File: config.mk
export PLATFORM = sky130hd
export DESIGN_NAME = bit_serializer
export DESIGN_NICKNAME = d
export VERILOG_FILES = /design/src/rtl/bit_serializer_pkg.sv /design/src/rtl/ser_hold_reg.sv /design/src/rtl/bit_serializer.sv
export SDC_FILE = /design/constraint.sdc
export NUM_CORES = 1
export LEC_CHECK = 0
export CORE_MARGIN = 5
export CORE_UTILIZATION = 53
export DETAILED_ROUTE_END_ITERATION = 8
export PLACE_DENSITY = 0.8
export SYNTH_ARGS = -nofsm -noshare
export SYNTH_HDL_FRONTEND = slang
export SYNTH_SLANG_ARGS = --single-unit
export TNS_END_PERCENT = 30
File: constraint.sdc
create_clock -name clk -period 2.1 [get_ports clk]
set_input_delay 0.525 -clock clk [delete_from_list [all_inputs] [get_ports clk]]
set_output_delay 0.525 -clock clk [all_outputs]
set_load 0.005 [all_outputs]
File: src/rtl/bit_serializer_pkg.sv
// Shared constants for the bit serializer: FSM state encoding and default word width.
package bit_serializer_pkg;

  localparam int unsigned DEFAULT_WIDTH = 8;

  typedef enum logic {
    IDLE  = 1'b0,
    SHIFT = 1'b1
  } state_t;

endpackage

File: src/rtl/ser_hold_reg.sv
// One-word holding register with full flag; parks the next word while the shifter is busy.
module ser_hold_reg
  import bit_serializer_pkg::*;
#(
  parameter int unsigned WIDTH = DEFAULT_WIDTH
) (
  input  logic             clk,
  input  logic             reset,
  input  logic             load,
  input  logic             unload,
  input  logic [WIDTH-1:0] load_data,
  output logic [WIDTH-1:0] held_data,
  output logic             full
);

  // load wins over unload so a same-edge refill never drops the new word
  always_ff @(posedge clk or posedge reset) begin
    if (reset) begin
      held_data <= '0;
      full      <= 1'b0;
    end else if (load) begin
      held_data <= load_data;
      full      <= 1'b1;
    end else if (unload) begin
      full      <= 1'b0;
    end
  end

endmodule

File: src/rtl/bit_serializer.sv
// Parallel-to-serial converter: shift register plus one-word hold, registered serial outputs.
module bit_serializer
  import bit_serializer_pkg::*;
#(
  parameter int unsigned WIDTH     = DEFAULT_WIDTH,
  parameter bit          MSB_FIRST = 1'b1
) (
  input  logic             clk,
  input  logic             reset,
  input  logic [WIDTH-1:0] data_in,
  input  logic             data_valid,
  output logic             data_ready,
  output logic             ser_out,
  output logic             ser_valid,
  output logic             frame_done
);

  localparam int unsigned CW = (WIDTH > 1) ? $clog2(WIDTH) : 1;
  localparam logic [CW-1:0] LAST_IDX = CW'(WIDTH - 1);

  state_t           state, state_nxt;
  logic [WIDTH-1:0] shift_reg, shift_nxt;
  logic [CW-1:0]    bit_cnt, cnt_nxt;
  logic [WIDTH-1:0] hold_data;
  logic             hold_full, hold_load, hold_unload;
  logic             accept;
  logic             ser_out_nxt, ser_valid_nxt, frame_done_nxt;

  function automatic logic [WIDTH-1:0] advance(input logic [WIDTH-1:0] v);
    if (MSB_FIRST) return {v[WIDTH-2:0], 1'b0};
    else           return {1'b0, v[WIDTH-1:1]};
  endfunction

  function automatic logic head(input logic [WIDTH-1:0] v);
    if (MSB_FIRST) return v[WIDTH-1];
    else           return v[0];
  endfunction

  // Ready only when the hold slot is free; forced low while reset is asserted
  assign data_ready = ~hold_full & ~reset;
  assign accept     = data_valid & data_ready;

  ser_hold_reg #(.WIDTH(WIDTH)) u_hold (
    .clk       (clk),
    .reset     (reset),
    .load      (hold_load),
    .unload    (hold_unload),
    .load_data (data_in),
    .held_data (hold_data),
    .full      (hold_full)
  );

  always_ff @(posedge clk or posedge reset) begin
    if (reset) begin
      state      <= IDLE;
      shift_reg  <= '0;
      bit_cnt    <= '0;
      ser_out    <= 1'b0;
      ser_valid  <= 1'b0;
      frame_done <= 1'b0;
    end else begin
      state      <= state_nxt;
      shift_reg  <= shift_nxt;
      bit_cnt    <= cnt_nxt;
      ser_out    <= ser_out_nxt;
      ser_valid  <= ser_valid_nxt;
      frame_done <= frame_done_nxt;
    end
  end

  // Next word comes from the hold slot first, else straight from data_in, so words chain gap-free
  always_comb begin
    state_nxt   = state;
    shift_nxt   = shift_reg;
    cnt_nxt     = bit_cnt;
    hold_load   = 1'b0;
    hold_unload = 1'b0;
    case (state)
      IDLE: begin
        if (accept) begin
          shift_nxt = data_in;
          cnt_nxt   = LAST_IDX;
          state_nxt = SHIFT;
        end
      end
      SHIFT: begin
        if (bit_cnt == '0) begin
          if (hold_full) begin
            shift_nxt   = hold_data;
            cnt_nxt     = LAST_IDX;
            hold_unload = 1'b1;
          end else if (accept) begin
            shift_nxt = data_in;
            cnt_nxt   = LAST_IDX;
          end else begin
            shift_nxt = '0;
            state_nxt = IDLE;
          end
        end else begin
          shift_nxt = advance(shift_reg);
          cnt_nxt   = bit_cnt - CW'(1);
          hold_load = accept;
        end
      end
      default: state_nxt = IDLE;
    endcase
    ser_valid_nxt  = (state_nxt == SHIFT);
    ser_out_nxt    = ser_valid_nxt & head(shift_nxt);
    frame_done_nxt = ser_valid_nxt & (cnt_nxt == '0);
  end

endmodule

## Yosys cells after proc, flatten, opt, wreduce, memory -nomap -nowiden

Index checks and enable logic that the tools add are counted.

- Input bits: 11
- Logic and storage cells: 40
- Output and inout port bits: 4
- Register bits after elaboration: 23

- Muxes and demuxes: 20
- Bitwise operators: 7
- Reduce and logical (&&, ||, !) cells: 3
- Eq/ne operators: 1
- $add $sub $neg: 1

Operators with widths:

| cell | number |
|---|---|
| two-way mux 8 bit | 4 |
| one-hot mux 8 bit (2 select lines) | 1 |
| two-way mux 1 bit | 10 |
| two-way mux 3 bit | 3 |
| logical NOT 3 bit | 2 |
| one-hot mux 3 bit (2 select lines) | 1 |
| AND 1 bit | 4 |
| NOT 1 bit | 3 |
| subtractor 3 x 1 -> 3 bit (second input constant) | 1 |
| != test 2 bit (second input constant) | 1 |
| one-hot mux 1 bit (2 select lines) | 1 |
| nonzero test 2 bit | 1 |

## Logic depth before layout (Yosys ltp)

Gate-level depths: netlist of run 1.

- Word-level depth: 9
- Gate-level depth with buffers: 7
- Depth with buffers taken out: 6

## Hierarchy

A second synthesis of run 1 with hierarchy kept.

- Cells, all modules: 120
- Area, all modules: 1209.9 µm²

By module, submodules not included:

| module | sequential area each (µm²) | area an instance (µm²) | instances | cells each |
|---|---|---|---|---|
| bit_serializer | 350.3 | 837.1 | 1 | 99 |
| ser_hold_reg | 225.2 | 372.9 | 1 | 21 |

## Worst setup path before layout of run 1

No wires, ideal clock.

- Kind: input to register
- Start point: input reset
- End point: register shift_reg[4]
- Stages on the path: 5
- Library setup time: 0.126 ns
- Data required time: 1.974 ns
- Buffers on the path: 1
- Path slack: 0.576 ns
- Arrival: 1.398 ns
- Path through: or3b_1 > buf_2 > nand2_1 > a21oi_1 > a221o_1

- Word-level cells in the longest chain between the ends: 7
- Elaborated cells on any way between the ends: 8
- Those cells by class: eq/ne (1); mux (4); bitwise (3)

RTL lines:

| what | RTL line | text |
|---|---|---|
| start: declaration | bit_serializer.sv:9 | `input logic reset,` |
| NOT 1 bit * | bit_serializer.sv:40 | `assign data_ready = ~hold_full & ~reset;` |
| AND 1 bit * | bit_serializer.sv:40 |  |
| AND 1 bit * | bit_serializer.sv:41 | `assign accept = data_valid & data_ready;` |
| two-way mux 8 bit | bit_serializer.sv:92 | `end else if (accept) begin` |
| two-way mux 8 bit | bit_serializer.sv:88 | `if (hold_full) begin` |
| two-way mux 8 bit | bit_serializer.sv:87 | `if (bit_cnt == '0) begin` |
| one-hot mux 8 bit (2 select lines) | bit_serializer.sv:78 | `case (state)` |
| end signal: assignment | bit_serializer.sv:63 | `shift_reg <= shift_nxt;` |
| end: declaration | bit_serializer.sv:22 | `logic [WIDTH-1:0] shift_reg, shift_nxt;` |

Every way passes the cells marked *; elsewhere a longest branch is shown, timed or not.
A chain may end at the register's enable or synchronous reset.

## Final worst setup path of run 1

- Start point: input data_valid
- End point: register shift_reg[3]

- Word-level cells in the longest chain between the ends: 5
- Elaborated cells on any way between the ends: 6
- Those cells by class: eq/ne (1); mux (4); bitwise (1)

RTL lines:

| what | RTL line | text |
|---|---|---|
| start: declaration | bit_serializer.sv:11 | `input logic data_valid,` |
| AND 1 bit * | bit_serializer.sv:41 |  |
| two-way mux 8 bit | bit_serializer.sv:92 |  |
| two-way mux 8 bit | bit_serializer.sv:88 |  |
| two-way mux 8 bit | bit_serializer.sv:87 |  |
| one-hot mux 8 bit (2 select lines) | bit_serializer.sv:78 |  |

Marked as above.

==> metrics list, run 1 <==
- The run finished with clean final reports.
* Simple-gate share of the synthesized area: 18.4%
- Cells after Synth: 115
- Die Ht: roughly 56 um
* Actual slew at the worst max-slew pin: approximately 0.38 ns
* Power Density: ~1300 nW/um2
- Clock latency of the later-clocked register in the worst-skew pair: slightly below 0.3 ns
- The number of antenna diodes in the final layout is 0.
- Before antenna repair, the detailed router went through 4 iterations.
* Overall fraction of global-route tracks in use: 15.5%
- Once routing completed, OpenROAD measured the worst setup slack at ~0.32 ns.
- Area added between synthesis and finish: 20.5%
* Vias in the first global route: 860
- Total Die Area: a little over 3000 um2
* Leakage Power: roughly 0.64 nW
* Sequential element share of the synthesized area: 49.6%
- Fraction of layout instances using a drive strength above 1: between 15 and 20%
* RSZ-0062 raised after global routing: no
- For the finished layout, the period the worst path requires is ~1.8 ns.
* Placement-stage worst setup slack: -0.00517 ns
- The number of antenna violations at the first check in global routing is 0.
* Maxcap violations: 0
- STA classifies the critical path startpoint as an input pin.
- Multiplexer cells account for under 10% of the synthesized area.
* Post-cts hold buffer count: 0
- Fraction of the mapped netlist area in compound gates: around 17%
* Width of the die: 55.8 um
- Effective utilization at floorplan: 56.0%
* Vias: 907
- In the routed layout, each cell is associated on average with a via count of 5.67.
- Dividing the detail-routed wire length by the instance count gives approximately 14 um.
- The tree is rooted in a clkbuf_4.
- With fillers left out, the area of the finished cells amounts to ~1300 um2.
* Xor/xnor share of the synthesized area: 0%
- Ys async rst share: 100%
- The path class of the tightest hold or removal check is register to register.
- Dominant combinational cell family by area after synthesis: simple AND/OR/NAND/NOR gates
* Synth Area per Inst: about 9.7 um2
* Post-synthesis instance area: 1110 um2
- Detailed placement ended at an HPWL of 1640 um.
- The congestion estimate from routability-driven global placement came to between 0.7 and 0.8.
* Remaining routing DRC violations: 0
- IO buf count: 14
* Core area: 1980 um2
- Static timing analysis puts the maximum clock frequency at ~0.56 GHz.
- Placed inst area: between 1000 and 1500 um2
- Data arrival time at the worst-slack endpoint: approximately 2.0 ns
- In this run, CTS created clock tree buffers numbering 3.
- Final setup viols: 0
* Count of nets after finishing: 148
* First-iteration detailed-routing DRC count: 30
- Layout filler cell count: approximately 150
- Maximum level of the CTS H-tree: 1
* Synthesized Nets: ~130
* Top cell type by total area after synthesis: dfrtp_1
* TritonCTS clock tree: yes
- Area share of the leading cell type in the synthesized netlist: between 40% and 50%
- The setup path with the least slack is of type input pin to register.
- Warnings, synthesis: 0
* Final-layout worst hold slack: around 0.5 ns
* Setup clock skew after layout: 0.00250 ns
- Entering global routing, the biggest net connects 25 pins.
* First-pass GRT wire length: 3950 um
* Largest fanout of any net on the critical path: 10
* Boundary Pins: 15
* Area share of fa/ha/maj cells after synthesis: under 10%
- Largest buffer count on any clock path: 2
- Number of storage elements in the synthesis netlist: 22
* Total grt overflow: 0
- Cell with the most instances after synthesis: dfrtp_1
- Post-route fraction of the period consumed by the critical path: between 80% and 90%
* Standard-cell rows: 16
* Number of flops mapped to enable cells by yosys: 0
- Clock Pin Slew Worst Setup and Hold Paths: 0.11 ns
- Total clock sinks: 22
- Total wire length: between 2000 and 2500 um
* Flip-flop count of the largest register after layout: 8
* Slew HR: ~74%
* Number of routed nets with antenna violations: 0
- By area the synthesized netlist is led by dfrtp_1, mux2_2, nand2_1, a21oi_1, a221o_1.
- Distinct cell type count of the synthesized netlist: 24
- In the synthesized netlist, the cells that appear most often are dfrtp_1, nand2_1, a21oi_1.
- STA classifies the critical path endpoint as a register.
- At the worst endpoint, the required time is roughly 2.3 ns.
- The hold violation count in the final report is 0.
* Peak ir drop on the vdd network: 0.000854 V
* Fin. max-slew vios: 0
* Top FF cell, synth: dfrtp_1
through the flow:
step           util, %  std cells  setup TNS [ns]  total power, mW
6_report          67.5        160               0             1.68
3_5_place_dp      66.2        157        -0.00604             1.50
3_3_place_gp      66.2        157               0             1.46
4_1_cts           67.4        160               0             1.69
5_1_grt           67.5        160               0             1.83
2_1_floorplan        -        115               0             1.26
path summary, 6_finish.rpt:
check                           startpoint                  end  slack, ns  cells after the start
worst max-delay path            data_valid         shift_reg[3]       0.32                      4
worst min-delay path            bit_cnt[0]           bit_cnt[0]       0.50                      1
worst max register to register  bit_cnt[0]         shift_reg[0]       0.38                      5
worst min register to register  bit_cnt[0]           bit_cnt[0]       0.50                      1
max in group asynchronous            reset  u_hold.held_data[0]       1.12                      4
min in group asynchronous            reset           bit_cnt[2]       0.76                      4
critical path: stages:
cell             delay (ns)
clkdlybuf4s50_1        0.47
or3b_1                 0.51
nor2_1                 0.32
a221o_1                0.20
power by group:
group	total, mW	switching [mW]	internal [mW]
Clock	0.186	0.119	0.0667
Combinational	0.754	0.369	0.384
Sequential	0.745	0.123	0.622
metal layers:
metal | GRT usage (%) | vias up | part of all wire (%)
met1 | 21.1 | 438 | 47
li1 | - | 446 | -
met2 | 24.3 | 21 | 48
met3 | 3.25 | 2 | 4.8
met4 | 5.21 | 0 | 0.44
met5 | 0 | - | 0
repair_timing:
action | CTS | global route
endpoints found under the setup margin | 0 | 1
buffers inserted | 0 | 0
gates resized for setup | 0 | 1
cell type report:
cell class	instances	area, um2	share of cell area [%]
Clock buffer	3	22.5	1.68
Inverter	5	18.8	1.40
Multi-Input combinational cell	81	509	38.1
Sequential cell	22	551	41.2
Tap cell	27	33.8	2.53
Timing Repair Buffer	22	203	15.2
cell usage in the layout, fill, tap and decap left out:
cell,instances
buf_4,8
clkdlybuf4s50_1,13
o21ai_0,3
ha_1,2
a222oi_1,1
o21a_1,1
a211oi_1,1
or3b_1,1
nor3b_1,1
nand3_1,8
nor2b_1,1
a221o_1,4
mux2_2,8
nand2b_1,3
a21o_1,4
nand3_2,1
nand2_1,20
dlymetal6s2s_1,1
nor2_1,4
nor3_1,2
a31oi_1,4
a21oi_1,11
inv_1,5
clkbuf_4,3
nor3b_2,1
dfrtp_1,22
kinds of logic after synthesis:
logic type                 count (synthesis)
and+or+nand+nor                           42
buffers and inverters                     12
adders and majority gates                  2
AOI/OAI and AO/OA                         29
muxes                                      8
DFF                                       22
(Power assumes the default switching activity.)
==> run 2: changes to the inputs <==
==> constraint.sdc (replaced) <==
create_clock -name clk -period 1.7 [get_ports clk]
set_input_delay 0.425 -clock clk [delete_from_list [all_inputs] [get_ports clk]]
set_output_delay 0.425 -clock clk [all_outputs]
set_load 0.005 [all_outputs]
==> run 2 against run 1 <==
Compared with the run above:
- final cell count up 2.5%
- clock power rose by 47%
- via count rose by 1.9%
- sequential power increased by 22%
- critical path depth down 1
- register-to-register slack got worse by 0.30 ns
- non-clock buffer count rose by 3
- critical endpoint is now data_ready
==> metrics list, run 2 (synthesis results as in run 1) <==
* Status: complete, no violations (unchanged)
- Crit-path slowest cell: clkdlybuf4s50_1 (was or3b_1)
- The arrival time at the worst endpoint is 1.24 ns (was 2.02 ns).
- The finished layout cell area came to 1400 um2 (was 1340 um2).
- Post-cts hold buffer count: 0 (unchanged)
- The via count normalized by instance count is 5.63 (was 5.67).
- The top-level port count came to 15 (unchanged).
- The number of gates on the worst path with buffers counted is 3 (was 4).
- Cell at the root of the clock tree: clkbuf_4 (unchanged)
* Layout filler cell count: 150 (was 149)
* RR Endpoint: shift_reg[2] (was shift_reg[0])
- Kind of end point of the critical path: primary output (was register)
- The multi-input logic area is 532 um2 (was 509 um2).
- The number of buffers created by CTS came to 3 (unchanged).
- Largest buffer count on any clock path: 2 (unchanged)
- Fmax: between 0.6 and 0.7 GHz
- The die footprint was 3110 um2 (unchanged).
- The measured slew at the worst slew-check pin was 0.343 ns (was 0.380 ns).
- The max capacitance violation total was 0 (unchanged).
- The final net count is 151 (was 148).
* Post-route fraction of the period consumed by the critical path: a little over nine tenths
* First-iteration detailed-routing DRC count: 24 (was 30)
- Required time worst endpoint: 1.27 ns (was 2.34 ns)
- The total clock sinks was 22 (unchanged).
- The number of antenna-violating nets in the routed design was 0 (unchanged).
- Remaining routing DRC violations: 0 (unchanged)
- The maximum fanout encountered on the critical timing path came to 3 (was 10).
- The horizontal die dimension is 55.8 um (unchanged).
- Footprint of the flip-flops and latches: 551 um2 (unchanged)
- Startpoint class of the critical path: input pin (unchanged)
- For the finished layout, the period the worst path requires is approximately 1.7 ns.
- Most used cells in the layout excluding fill and tap cells: dfrtp_1, nand2_1, clkdlybuf4s50_1 (unchanged)
- Antenna violations before repair: 0 (unchanged)
* Setup clock skew after layout: 0.00131 ns (was 0.00250 ns)
- The total of endpoints with negative setup slack in the final report came to 0 (unchanged).
* Biggest cell delay along the critical path: 0.50 ns (was 0.51 ns)
* Fin. max-slew vios: 0 (unchanged)
* Maximum level of the CTS H-tree: 1 (unchanged)
- The wire length after detailed routing came to 2290 um (was 2270 um).
- Critical Path Sink: data_ready (was shift_reg[3])
* Power Density: 1580 nW/um2 (was 1260 nW/um2)
- Slew HR: 76.9% (was 74.4%)
- The combined global-route utilization of all metal layers came to 15.3% (was 15.5%).
* Worst setup path category: input pin to primary output (was input pin to register)
- The first-pass GRT wire length came to 3890 um (was 3950 um).
* TritonCTS clock tree: yes (unchanged)
* RSZ-0062 raised after global routing: no (unchanged)
- Most common cell after layout, fill and taps aside: dfrtp_1 (unchanged)
- Initial DRT Pass Iterations: 4 (unchanged)
- Clock Pin Slew Worst Setup and Hold Paths: 0.11 ns (about the same)
- The source-to-sink clock delay at the later pin of the worst-skew pair came to 0.30 ns (was 0.29 ns).
* Total grt overflow: 0 (unchanged)
* Hold Path Class: input pin to register (was register to register)
* Routability-driven placement congestion ratio: 0.789 (was 0.763)
- Crit path buffers/inverters: 2 (was 1)
* Flip-flop count of the largest register after layout: 8 (unchanged)
* Vias in the first global route: 867 (was 860)
- The via count was 924 (was 907).
- Largest delay share family, worst path: buffers and inverters (was simple AND/OR/NAND/NOR gates)
* Standard-cell rows: 16 (unchanged)
- The initial standard-cell utilization of the core was 56.0% (unchanged).
- Ordered cell list for the critical path: clkdlybuf4s50_1 -> nor2_1 -> dlygate4sd2_1 (was clkdlybuf4s50_1 -> or3b_1 -> nor2_1 -> a221o_1).
- Fraction of layout instances using a drive strength above 1: 21.9% (was 15.8%)
- The pin count of the biggest net entering global routing is 25 (unchanged).
- The detailed placement HPWL came to 1670 um (was 1640 um).
* IO buf count: 14 (unchanged)
* Final hold violation count: 0 (unchanged)
* Die Ht: 55.8 um (unchanged)
- The count of cells along the worst register-to-register path was 7 (was 5).
- Area added between synthesis and finish: 25.7% (was 20.5%)
- Peak ir drop on the vdd network: 0.000983 V (was 0.000854 V)
- Final-layout worst hold slack: 0.504 ns (was 0.502 ns)
- The placed standard-cell area came to 1330 um2 (was 1310 um2).
- The startpoint of the worst register-to-register path is bit_cnt[0] (unchanged).
- Average detailed-routed wire length per instance: 14.0 um (was 14.2 um)
- Leakage Power: 0.656 nW (was 0.635 nW)
- Final antenna diode count: 0 (unchanged)
* Critical path startpoint: reset (was data_valid)
- The core area is 1980 um2 (unchanged).
- The worst reg-to-reg setup slack came to 0.08 ns (was 0.38 ns).
[run 2: how the worst min path moves through the flow]
stage / from / to / slack [ns] / cells past startpoint
final: data_valid / u_hold.full / 0.50 / 3
after global routing: bit_cnt[1] / bit_cnt[1] / 0.54 / 1
after CTS: bit_cnt[0] / bit_cnt[0] / 0.49 / 1
after detailed placement: bit_cnt[0] / bit_cnt[0] / 0.48 / 1
after global placement: bit_cnt[1] / bit_cnt[1] / 0.47 / 1
after floorplan: reset / bit_cnt[0] / 0.42 / 1
[run 2: report_power, final]
| group | switching, mW | total [mW] | leakage (nW) | internal (mW) |
|---|---|---|---|---|
| clock network | 0.142 | 0.273 | 0.0210 | 0.131 |
| logic | 0.501 | 1.02 | 0.367 | 0.520 |
| registers | 0.139 | 0.907 | 0.267 | 0.769 |
| total | 0.782 | 2.20 | 0.656 | 1.42 |
[run 2: area by class of cell]
cell class	count	share of cell area, %
Clock buffer	4	2.60
Inverter	5	1.35
Multi-Input combinational cell	81	38.1
Sequential cell	22	39.5
Tap cell	27	2.42
Timing Repair Buffer	25	16.1
[run 2: worst register-to-register path, stage by stage, from the launching register on]
cell     delay, ns
dfrtp_1       0.36
inv_1         0.07
ha_1          0.25
nor2b_2       0.20
buf_4         0.17
nand3_1       0.08
nand2_1       0.05
a221o_1       0.33
[run 2: through the flow]
step                TNS, ns  power (mW)  std cells  setup WS [ns]  utilization, %
floorplan                 0        1.56        115          0.217               -
global placement      -5.20        1.84        159         -0.311            67.0
detailed placement    -5.64        1.89        159         -0.368            67.0
CTS                       0        2.16        163         0.0118            68.9
global route              0        2.36        164        0.00134            70.4
finish                    0        2.20        164         0.0387            70.4
[run 2: per-layer routing]
layer	GRT usage [%]	up-vias	routed length (um)
met5	0	-	0
met1	19.7	454	1090
li1	-	452	-
met3	5.80	2	107
met2	25.2	16	1090
met4	2.08	0	10
[run 2: what timing repair did]
item,in CTS,in global routing
endpoints found under the setup margin,5,17
resized for setup,2,6
setup buffers,0,1
==> run 3: changes to the inputs <==
--- a/config.mk
+++ b/config.mk
@@ -8,6 +8,7 @@
 export CORE_MARGIN = 5
 export CORE_UTILIZATION = 53
 export DETAILED_ROUTE_END_ITERATION = 8
+export GPL_TIMING_DRIVEN = 0
 export PLACE_DENSITY = 0.8
 export SYNTH_ARGS = -nofsm -noshare
 export SYNTH_HDL_FRONTEND = slang
==> run 3 against run 2 <==
Compared with the run above:
- routed wire length up 4.9%
- register-to-register slack got worse by 0.04 ns
- combinational power hardly changed
- worst setup slack improved by 0.00080 ns
- non-clock buffer count decreased by 3
- global-route usage increased by 0.53 points
- sequential power decreased by 0.8%
- sequential share of layout area grew 0.94 points
- count of clock-buffer cells in the layout did not move
- clock power rose by 5%
- via count is 0.76% lower
- first-iteration DRC count is 42% higher
==> metrics list, run 3 (synthesis results as in run 1) <==
* Status: complete, no violations (unchanged)
* Final setup TNS: 0 ns (unchanged)
* FF-to-FF setup slack: 0.04 ns (was 0.08 ns)
- The total power of the final layout is 2.19 mW (was 2.20 mW).
- The launching element type of the critical path is a register (was input pin).
- RSZ-0062 raised after global routing: yes (was no)
* Area taken by multi-input logic gates: 526 um2 (was 532 um2)
- Post-route fraction of the period consumed by the critical path: 97.7% (about the same)
- Average detailed-routed wire length per instance: 14.9 um (was 14.0 um)
- Flip-flop count of the largest register after layout: 8 (unchanged)
* Actual slew at the worst max-slew pin: 0.840 ns (was 0.343 ns)
* Total half-perimeter wirelength after legalization and detailed placement: 1640 um (was 1670 um)
* Total CTS buffers: 3 (unchanged)
* Fin. max-slew vios: 0 (unchanged)
- Worst setup path category: register to register (was input pin to primary output)
* Fmax: 0.602 GHz (about the same)
- The peak ir drop on the vdd network came to 0.00113 V (was 0.000983 V).
* Fraction of layout instances using a drive strength above 1: 17.2% (was 21.9%)
- The clock tree from TritonCTS is yes (unchanged).
- The largest clock skew in the final design is 0.0111 ns (was 0.00131 ns).
* Final antenna diode count: 0 (unchanged)
- The via count normalized by instance count was 5.70 (was 5.63).
- Routability-driven placement congestion ratio: 0.783 (was 0.789)
- Final hold violation count: 0 (unchanged)
- Final-layout worst hold slack: 0.491 ns (was 0.504 ns)
- The worst relative slew slack was 43.9% (was 76.9%).
- Largest buffer count on any clock path: 2 (unchanged)
- First-pass GRT wire length: 4000 um (was 3890 um)
* Boundary Pins: 15 (unchanged)
- The combined global-route utilization of all metal layers came to 15.9% (was 15.3%).
- The kind of end point of the critical path is a register (was primary output).
- Total Die Area: 3110 um2 (unchanged)
- The maximum fanout encountered on the critical timing path is 9 (was 3).
- Standard-cell rows: 16 (unchanged)
- Non-filler instance count after layout: 161 (was 164)
* Total clock sinks: 22 (unchanged)
- Final period demand of the worst path: 1.66 ns (about the same)
- Post-cts hold buffer count: 0 (unchanged)
* Final setup viols: 0 (unchanged)
- Most used cells in the layout excluding fill and tap cells: dfrtp_1, nand2_1, a21oi_1, clkdlybuf4s50_1 (was dfrtp_1, nand2_1, clkdlybuf4s50_1).
- The cell leakage power came to 0.637 nW (was 0.656 nW).
* Width of the die: 55.8 um (unchanged)
- Cell at the root of the clock tree: clkbuf_4 (unchanged)
- Design Area, Final: 1360 um2 (was 1400 um2)
- The via count was 917 (was 924).
- The number of iterations in the first detailed-routing pass is 4 (unchanged).
* Hold Path Class: input pin to async pin (was input pin to register)
* Total grt overflow: 0 (unchanged)
- Clock Pin Slew Worst Setup and Hold Paths: 0.13 ns (was 0.11 ns)
- The synthesis-to-finish area growth was 22.8% (was 25.7%).
* Power Density: 1610 nW/um2 (was 1580 nW/um2)
- The worst endpoint required time was 1.89 ns (was 1.27 ns).
- The most common cell after layout, fill and taps aside is dfrtp_1 (unchanged).
- First-iteration detailed-routing DRC count: 34 (was 24)
* Number of routed nets with antenna violations: 0 (unchanged)
- The wire length after detailed routing is 2400 um (was 2290 um).
* Maxcap violations: 0 (unchanged)
* Remaining routing DRC violations: 0 (unchanged)
- IO buf count: 14 (unchanged)
* Footprint of the flip-flops and latches: 551 um2 (unchanged)
- The placed standard-cell area came to 1280 um2 (was 1330 um2).
* Effective utilization at floorplan: 56.0% (unchanged)
- The H-tree level count is 1 (unchanged).
* Layout filler cell count: 148 (was 150)
- Antenna violations before repair: 0 (unchanged)
* Clock latency of the later-clocked register in the worst-skew pair: 0.31 ns (was 0.30 ns)
- Vias in the first global route: 902 (was 867)
- Placed Cells incl. Taps: 156 (was 159)
* Die Ht: 55.8 um (unchanged)
- Data arrival time at the worst-slack endpoint: 1.85 ns (was 1.24 ns)
* Core area: 1980 um2 (unchanged)
- The pin count of the biggest net entering global routing was 24 (was 25).
- The final net count was 148 (was 151).
## run 3: report_power, final
| part | internal, mW | total [mW] | switching [mW] |
|---|---|---|---|
| Combinational | 0.502 | 1.01 | 0.503 |
| Sequential | 0.768 | 0.900 | 0.132 |
| Clock | 0.131 | 0.288 | 0.158 |
## run 3: final timing paths
kind                              from             endpoint  depth (start not counted)
setup / recovery           u_hold.full         shift_reg[5]                          6
hold / removal                   reset         shift_reg[1]                          2
setup reg to reg           u_hold.full         shift_reg[5]                          6
hold reg to reg             bit_cnt[0]           bit_cnt[0]                          1
max in group asynchronous        reset  u_hold.held_data[5]                          2
min in group clk            bit_cnt[0]           bit_cnt[0]                          1
## run 3: critical path: stages (launching register included)
cell	delay, ns
dfrtp_1	0.42
buf_4	0.16
or3b_1	0.38
buf_4	0.18
nand2_1	0.07
a21oi_1	0.06
a221o_1	0.27
## run 3: layout make-up
| cell class | instances | share of cell area, % |
|---|---|---|
| inverters | 5 | 1.38 |
| clock buffers | 4 | 2.66 |
| flip-flops and latches | 22 | 40.4 |
| well taps | 27 | 2.48 |
| plain buffers | 7 | 3.95 |
| multi-input cells | 81 | 38.6 |
| repair buffers | 15 | 10.6 |
## run 3: stage by stage
stage	util (%)	setup slack, ns
2_1_floorplan	-	0.217
3_3_place_gp	64.8	-0.435
3_5_place_dp	64.8	-0.438
4_1_cts	68.2	-0.0121
5_1_grt	68.8	-0.0542
6_report	68.8	0.0395
## run 3: per-layer routing
metal	up-vias	routed length, um	track usage, %	part of all wire (%)
li1	443	-	-	-
met1	448	1090	19.9	45
met2	24	1180	25.0	49
met3	2	120	4.41	5.0
met4	0	13	7.64	0.54
met5	-	0	0	0
## run 3: repair_timing
item / in CTS / in global routing
setup buffers: 1 / 0
hold endpoints to repair: 0 / 0
resized for setup: 8 / 11
endpoints found under the setup margin: 11 / 11
pin swaps: 0 / 2
